### config.mk
export PLATFORM = sky130hd
export DESIGN_NAME = alu_mula_exec
export DESIGN_NICKNAME = d
export VERILOG_FILES = /design/src/rtl/alu_ctrl_pkg.sv /design/src/rtl/alu_seq_multiplier.sv /design/src/rtl/alu_mula_exec.sv
export SDC_FILE = /design/constraint.sdc
export NUM_CORES = 1
export LEC_CHECK = 0
export CAP_MARGIN = 20
export CORE_MARGIN = 2
export CORE_UTILIZATION = 55
export DETAILED_ROUTE_END_ITERATION = 8
export HOLD_SLACK_MARGIN = 0.15
export PLACE_DENSITY = 0.75
export RECOVER_POWER = 50
export SLEW_MARGIN = 0
export SYNTH_ARGS = -nofsm -noshare
export SYNTH_HDL_FRONTEND = slang
export SYNTH_SLANG_ARGS = --single-unit
export TNS_END_PERCENT = 30
### constraint.sdc
create_clock -name CLK -period 12.1 [get_ports CLK]
set_clock_uncertainty 0.15 [all_clocks]
set_input_delay 1.815 -clock CLK [delete_from_list [all_inputs] [get_ports CLK]]
set_output_delay 1.815 -clock CLK [all_outputs]
set_load 0.01 [all_outputs]
### src/rtl/alu_ctrl_pkg.sv
// ALU control op codes and execute-stage FSM encoding, shared between the
// ALU control decoder and the execute-stage ALU.
package alu_ctrl_pkg;

  typedef enum logic [3:0] {
    ALU_AND   = 4'd0,
    ALU_OR    = 4'd1,
    ALU_ADD   = 4'd2,
    ALU_SLL   = 4'd3,
    ALU_SRL   = 4'd4,
    ALU_MULA  = 4'd5,
    ALU_SUB   = 4'd6,
    ALU_SLT   = 4'd7,
    ALU_ADDU  = 4'd8,
    ALU_SUBU  = 4'd9,
    ALU_XOR   = 4'd10,
    ALU_SLTU  = 4'd11,
    ALU_NOR   = 4'd12,
    ALU_SRA   = 4'd13,
    ALU_LUI   = 4'd14,
    ALU_UNDEF = 4'd15
  } alu_op_e;

  typedef enum logic {
    ST_IDLE = 1'b0,
    ST_MUL  = 1'b1
  } exec_state_e;

  // Signed overflow from operand and result sign bits.
  function automatic logic add_overflow(input logic a_msb, input logic b_msb,
                                        input logic r_msb);
    return (a_msb == b_msb) && (r_msb != a_msb);
  endfunction

  function automatic logic sub_overflow(input logic a_msb, input logic b_msb,
                                        input logic r_msb);
    return (a_msb != b_msb) && (r_msb != a_msb);
  endfunction

endpackage

### src/rtl/alu_seq_multiplier.sv
// Iterative shift-add multiplier: one partial-product step per clock,
// WIDTH steps per multiply, product truncated to WIDTH bits.
module alu_seq_multiplier #(
  parameter int WIDTH = 32
) (
  input  logic             CLK,
  input  logic             Reset,
  input  logic             load,
  input  logic [WIDTH-1:0] A,
  input  logic [WIDTH-1:0] B,
  output logic             busy,
  output logic             last,
  output logic [WIDTH-1:0] product
);

  localparam int CNT_W = $clog2(WIDTH) + 1;
  localparam logic [CNT_W-1:0] LAST_CNT = CNT_W'(WIDTH - 1);
  localparam logic [CNT_W-1:0] CNT_ONE  = CNT_W'(1);

  logic [WIDTH-1:0] mcand_q, mcand_d;
  logic [WIDTH-1:0] mplier_q, mplier_d;
  logic [WIDTH-1:0] prod_q, prod_d;
  logic [CNT_W-1:0] cnt_q, cnt_d;
  logic             busy_q, busy_d;
  logic [WIDTH-1:0] step_prod_s;
  logic             last_s;

  // Product including the current step, so the final step is visible
  // to the accumulator on the same edge that retires it.
  assign step_prod_s = mplier_q[0] ? (prod_q + mcand_q) : prod_q;
  assign last_s      = busy_q && (cnt_q == LAST_CNT);

  // Next-state logic for the shift-add datapath and step counter.
  always_comb begin
    mcand_d  = mcand_q;
    mplier_d = mplier_q;
    prod_d   = prod_q;
    cnt_d    = cnt_q;
    busy_d   = busy_q;
    if (load) begin
      mcand_d  = A;
      mplier_d = B;
      prod_d   = '0;
      cnt_d    = '0;
      busy_d   = 1'b1;
    end else if (busy_q) begin
      prod_d   = step_prod_s;
      mcand_d  = mcand_q << 1;
      mplier_d = mplier_q >> 1;
      cnt_d    = cnt_q + CNT_ONE;
      busy_d   = !last_s;
    end else begin
      busy_d   = 1'b0;
    end
  end

  // Datapath registers; reset abandons any multiply in flight.
  always_ff @(posedge CLK or posedge Reset) begin
    if (Reset) begin
      mcand_q  <= '0;
      mplier_q <= '0;
      prod_q   <= '0;
      cnt_q    <= '0;
      busy_q   <= 1'b0;
    end else begin
      mcand_q  <= mcand_d;
      mplier_q <= mplier_d;
      prod_q   <= prod_d;
      cnt_q    <= cnt_d;
      busy_q   <= busy_d;
    end
  end

  assign busy    = busy_q;
  assign last    = last_s;
  assign product = step_prod_s;

endmodule

### src/rtl/alu_mula_exec.sv
// Execute-stage ALU: single-cycle ops with registered result, plus a
// multi-cycle multiply-accumulate into a persistent accumulator.
module alu_mula_exec
  import alu_ctrl_pkg::*;
#(
  parameter int WIDTH   = 32,
  parameter int SHAMT_W = 5
) (
  input  logic             CLK,
  input  logic             Reset,
  input  logic             Start,
  input  logic [3:0]       ALUCtrl,
  input  logic [WIDTH-1:0] BusA,
  input  logic [WIDTH-1:0] BusB,
  input  logic             AccClear,
  output logic             Busy,
  output logic             Done,
  output logic [WIDTH-1:0] Result,
  output logic             Zero,
  output logic             Overflow,
  output logic [WIDTH-1:0] Acc
);

  exec_state_e      state_q, state_d;
  logic [WIDTH-1:0] result_q, result_d;
  logic             zero_q, zero_d;
  logic             ovf_q, ovf_d;
  logic             done_q, done_d;
  logic [WIDTH-1:0] acc_q, acc_d;

  logic [WIDTH-1:0] sum_s, diff_s, alu_res_s, mac_s;
  logic [SHAMT_W-1:0] shamt_s;
  logic             alu_ovf_s;
  logic             slt_s, sltu_s;
  logic             mul_load_s, mul_busy_s, mul_last_s;
  logic [WIDTH-1:0] mul_product_s;

  alu_seq_multiplier #(.WIDTH(WIDTH)) u_mul (
    .CLK     (CLK),
    .Reset   (Reset),
    .load    (mul_load_s),
    .A       (BusA),
    .B       (BusB),
    .busy    (mul_busy_s),
    .last    (mul_last_s),
    .product (mul_product_s)
  );

  assign sum_s   = BusA + BusB;
  assign diff_s  = BusA - BusB;
  assign shamt_s = BusA[SHAMT_W-1:0];
  assign slt_s   = $signed(BusA) < $signed(BusB);
  assign sltu_s  = BusA < BusB;
  assign mac_s   = acc_q + mul_product_s;

  // Single-cycle operation result and overflow flag.
  always_comb begin
    alu_res_s = '0;
    alu_ovf_s = 1'b0;
    case (ALUCtrl)
      ALU_AND:  alu_res_s = BusA & BusB;
      ALU_OR:   alu_res_s = BusA | BusB;
      ALU_XOR:  alu_res_s = BusA ^ BusB;
      ALU_NOR:  alu_res_s = ~(BusA | BusB);
      ALU_ADD: begin
        alu_res_s = sum_s;
        alu_ovf_s = add_overflow(BusA[WIDTH-1], BusB[WIDTH-1], sum_s[WIDTH-1]);
      end
      ALU_ADDU: alu_res_s = sum_s;
      ALU_SUB: begin
        alu_res_s = diff_s;
        alu_ovf_s = sub_overflow(BusA[WIDTH-1], BusB[WIDTH-1], diff_s[WIDTH-1]);
      end
      ALU_SUBU: alu_res_s = diff_s;
      ALU_SLT:  alu_res_s = {{(WIDTH-1){1'b0}}, slt_s};
      ALU_SLTU: alu_res_s = {{(WIDTH-1){1'b0}}, sltu_s};
      ALU_SLL:  alu_res_s = BusB << shamt_s;
      ALU_SRL:  alu_res_s = BusB >> shamt_s;
      ALU_SRA:  alu_res_s = $signed(BusB) >>> shamt_s;
      ALU_LUI:  alu_res_s = BusB << 5'd16;
      default: begin
        alu_res_s = '0;
        alu_ovf_s = 1'b0;
      end
    endcase
  end

  // FSM next state, output registers and accumulator update.
  always_comb begin
    state_d    = state_q;
    result_d   = result_q;
    zero_d     = zero_q;
    ovf_d      = ovf_q;
    done_d     = 1'b0;
    acc_d      = acc_q;
    mul_load_s = 1'b0;
    case (state_q)
      ST_IDLE: begin
        if (AccClear) begin
          acc_d = '0;
        end else begin
          acc_d = acc_q;
        end
        if (Start) begin
          if (ALUCtrl == ALU_MULA) begin
            mul_load_s = 1'b1;
            state_d    = ST_MUL;
          end else begin
            result_d = alu_res_s;
            zero_d   = (alu_res_s == '0);
            ovf_d    = alu_ovf_s;
            done_d   = 1'b1;
          end
        end else begin
          state_d = ST_IDLE;
        end
      end
      ST_MUL: begin
        // On the final step Result reports old Acc + product even if a
        // clear arrives on that edge; the clear only wins for Acc itself.
        if (mul_last_s) begin
          result_d = mac_s;
          zero_d   = (mac_s == '0);
          ovf_d    = 1'b0;
          done_d   = 1'b1;
          state_d  = ST_IDLE;
          acc_d    = AccClear ? '0 : mac_s;
        end else if (!mul_busy_s) begin
          state_d = ST_IDLE;
        end else begin
          acc_d = AccClear ? '0 : acc_q;
        end
      end
      default: state_d = ST_IDLE;
    endcase
  end

  // State and output registers.
  always_ff @(posedge CLK or posedge Reset) begin
    if (Reset) begin
      state_q  <= ST_IDLE;
      result_q <= '0;
      zero_q   <= 1'b0;
      ovf_q    <= 1'b0;
      done_q   <= 1'b0;
      acc_q    <= '0;
    end else begin
      state_q  <= state_d;
      result_q <= result_d;
      zero_q   <= zero_d;
      ovf_q    <= ovf_d;
      done_q   <= done_d;
      acc_q    <= acc_d;
    end
  end

  assign Busy     = (state_q == ST_MUL);
  assign Done     = done_q;
  assign Result   = result_q;
  assign Zero     = zero_q;
  assign Overflow = ovf_q;
  assign Acc      = acc_q;

endmodule

==> results.md <==
- Crit path from: BusA[1]
- Std-Cell Rows: 71
- Die area: 40100 sq um
- DR pass1 iterations: 9
- Routed length on met3: 13.2 mm
- Drt wl/cell: 28.9 um
- #FFs+latches synth: 171
- Post-synthesis sequential area ratio: 20.2%
- Top_reg_cell synth: dfrtp_1
- Clk sinks: 171
- Max layer used: met5
- Post-synth top area cell: dfrtp_1
- Final worst slack: 4.73 ns
- Final WL: 92.9 mm
- CP Cell Sequence: buf_2 > buf_4 > inv_2 > ha_1 > nor2_1 > o311ai_0 > a21oi_1 > o31ai_1 > a41oi_1 > a311oi_1 > o21bai_1 > a21oi_1 > o221ai_1 > a21o_1 > or3_1 > o21ai_1
- Critical path's slowest cell: o311ai_0
- Post-Synth XOR/XNOR Area: 2.98%
- Final RePlAce weighted congestion: 1.09
- Final hold violation count: 0
- Top area cells in the synthesized netlist: dfrtp_1 20%, ha_1 9.6%, mux2i_1 7.2%
- Type of origin of the critical path: input pin
- P_leak: 10.0 nW
- Worst skew pair latency: 0.49 ns
- Critical path type: input pin to flip-flop
- RSZ-0062 raised after global routing: no
- VDD IR-drop max: 0.130 mV
- Port bufs: 139
- Min Clock Period, post-route: 7.37 ns
- Worst-Margin Slew: 3.75 ns
- Worst Setup End Kind: flip-flop
- Post-Syn Area: 21200 sq um
- Syn Inst Count: 2682
- RR Endpoint: Zero
- CTS tree: yes
- Largest family of logic cells by synthesized area: compound AO/OA/AOI/OAI gates
- Worst path most repeated cell: a21oi_1
- Final Power: 0.00294 W
- Met1 WL: 36.1 mm
- Layout area overhead: 10.4%
- Worst r2r path cells: 24
- Die W: 200 um
- Fin nets: 2925
- Hold Path End: Result[19]
- Worst reg-to-reg setup slack: 4.83 ns
- Worst path buffer plus inverter count: 3
- Min Hold Slack: 0.325 ns
- Compound-cell area share of the yosys netlist: 27.1%
- WL met2: 37.5 mm
- Area share of the largest cell type after synthesis: 20.2%
- Initial antenna violation count: 1
- Starting Density: 56.0%
- F_max: 0.136 GHz
- R2r startpoint: u_mul.prod_q[1]
- Max Root-Sink Buffers: 2
- Vias/cell: 7.23
- Chip Height: 200 um
- Vias in the first global route: 21600
- Max-slew headroom: -150%
- Antenna cells: 0
- Pin count of the biggest net entering global routing: 108
- CTS root buf: clkbuf_16
- Core Region: 37800 sq um
- Hold depth: 1
- Post-synth EDFFs: 0
- Adder-cell share of the synthesized area: 9.96%
- Number of max-cap violations: 3
- Slowest stage delay, CP: 0.74 ns
- # setup viols final: 0
- DP Worst Slack: 4.50 ns
- Syn nets: 2920
- Layout cells sized above 1: 8.07%
- Hold Path Class: flip-flop to flip-flop
- Async set-reset flop share out of synthesis: 100%
- Drc violations: 0
- Mapped Avg Cell Area: 7.89 sq um
- # Post-CTS Setup Buffers: 0
- Simple-Gate Fraction of Synth Area: 18.0%
- Crit Path Max Fanout: 63
- Clock H-tree levels: 4
- Reg clk slew, reported paths: 0.07 ns
- CTS Buf Count: 17
- CP Data Arrival Time: 7.62 ns
- Initial DRC count: 3389
- Multiplexer area fraction after synthesis: 15.6%
- First-pass GRT wire length: 138 mm
- Grt ovf: 0
- YS warnings: 0
- IO Pins: 140
- Status: complete, but fails checks
- Via count: 23200
- CP top delay family: compound AO/OA/AOI/OAI gates
- Crit share post-route: 60.9%
- Finished Layout Cells: 3211
- Hold Startpoint: Result[19]
- Post-route antenna net violation count: 0
- Tot GR Track Use: 45.2%
- Max-slew violation count: 176
- Dpl hpwl: 70.4 mm
- Power density cells: 126 nW/um^2
- CP required: 12.36 ns
- Violated checks: capacitance limit, slew limit
- Setup TNS: 0 ns
- Unique masters post-synth: 85
- Post-CTS Hold Fix Bufs: 0
- Placed cell count: 3177
- Post-cts resize count: 0
## synthesized netlist by cell type, drive strengths merged, types with 24 or more instances
cell type    n
xnor2       55
dfrtp      171
inv        127
o21bai      26
a211oi      32
mux4        50
nand4       24
ha         162
nor3        57
nor2       213
a21oi      205
a21o        43
o211ai      43
o21ai      215
a22oi       31
mux2i      152
buf         42
clkbuf     155
mux2        57
nand2      289
a31oi       33
nand3       53
nor2b       26
## metrics by stage
step           cell area (sq um)  utilization [%]
6_report                   23400             61.9
5_1_grt                    23400             61.9
4_1_cts                    23400             61.9
3_5_place_dp               22800             60.3
3_3_place_gp               22700             60.2
2_1_floorplan              21200                -
## worst register-to-register path, stage by stage, from the launching register on
cell and delay, ns:
dfrtp_1 0.43, ha_1 0.34, a211oi_1 0.38, o21ai_0 0.19, a31oi_1 0.34, o21ai_0 0.23, a21oi_1 0.35, o21bai_1 0.10
a21oi_1 0.24, o21bai_1 0.10, a21oi_1 0.18, xnor2_1 0.18, mux2i_1 0.21, ha_1 0.34, a211oi_1 0.33, o211ai_1 0.18
a21oi_1 0.24, o21ai_0 0.15, xnor2_1 0.69, nor4b_1 0.69, nand4_1 0.28, nor4b_1 0.44, and4_1 0.32, a21oi_1 0.05
o21ai_1 0.07
## registers in the layout, indices dropped and copies added, names as in the netlist, 6 cells and up
| register | flops |
|---|---|
| u_mul.mplier_q | 32 |
| u_mul.prod_q | 32 |
| Result | 32 |
| u_mul.cnt_q | 6 |
| u_mul.mcand_q | 32 |
| Acc | 32 |
## where the power goes
| part | internal (W) | total [W] | leakage, nW | switching, W |
|---|---|---|---|---|
| sequential | 0.000704 | 0.000841 | 2.24 | 0.000137 |
| combinational | 0.000577 | 0.00152 | 7.50 | 0.000940 |
| clock | 0.000283 | 0.000582 | 0.291 | 0.000299 |
| total | 0.00156 | 0.00294 | 10.0 | 0.00138 |
## cells by family after synthesis
logic type / count (synthesis)
compound gates: 873
xor+xnor: 72
fa+ha+maj: 166
buf+inv: 327
flops: 171
mux: 259
simple gates: 814
## cell type report
class	instances	area, sq um
Clock buffer	19	443
Clock inverter	13	154
Fill cell	3392	14400
Inverter	130	489
Multi-Input combinational cell	2184	15600
Sequential cell	171	4280
Tap cell	511	639
Timing Repair Buffer	183	1700
## worst max path at each step
| stage | end | slack (ns) | cells past startpoint |
|---|---|---|---|
| finish | Zero | 4.73 | 16 |
| global route | Result[2] | 4.25 | 3 |
| CTS | Zero | 4.97 | 16 |
| detailed placement | Zero | 4.50 | 16 |
| global placement | Zero | 4.38 | 14 |
| floorplan | Zero | 5.30 | 20 |
## per-layer routing
layer  up-vias  global-route usage [%]
met5         -                       0
met4         2                    23.6
met3       375                    14.1
met2      1804                    63.7
met1     11000                    61.8
li1       9985                       -
## cells in the final DEF (no fill, tap or decap), types with 16 or more instances in the layout
cell type,count
nand2_1,289
o21ai_0,213
nor2_1,212
a21oi_1,205
dfrtp_1,170
ha_1,162
mux2i_1,152
inv_1,123
clkdlybuf4s50_1,95
nor3_1,57
xnor2_1,55
nand3_1,53
mux4_2,50
mux2_2,48
a21o_1,43
o211ai_1,43
buf_4,42
dlygate4sd3_1,40
a31oi_1,33
a22oi_1,31
a211oi_1,30
nor2b_1,26
o21bai_1,26
nand4_1,24
nand2b_1,23
o31ai_1,22
and2_1,19
o22ai_1,19
o221ai_1,18
nor4_1,18
a211o_1,17
or3_1,17
o21a_1,17
xor2_1,17
clkbuf_16,17
o2111ai_1,16
Note: power is estimated with default switching activity, not from simulation.
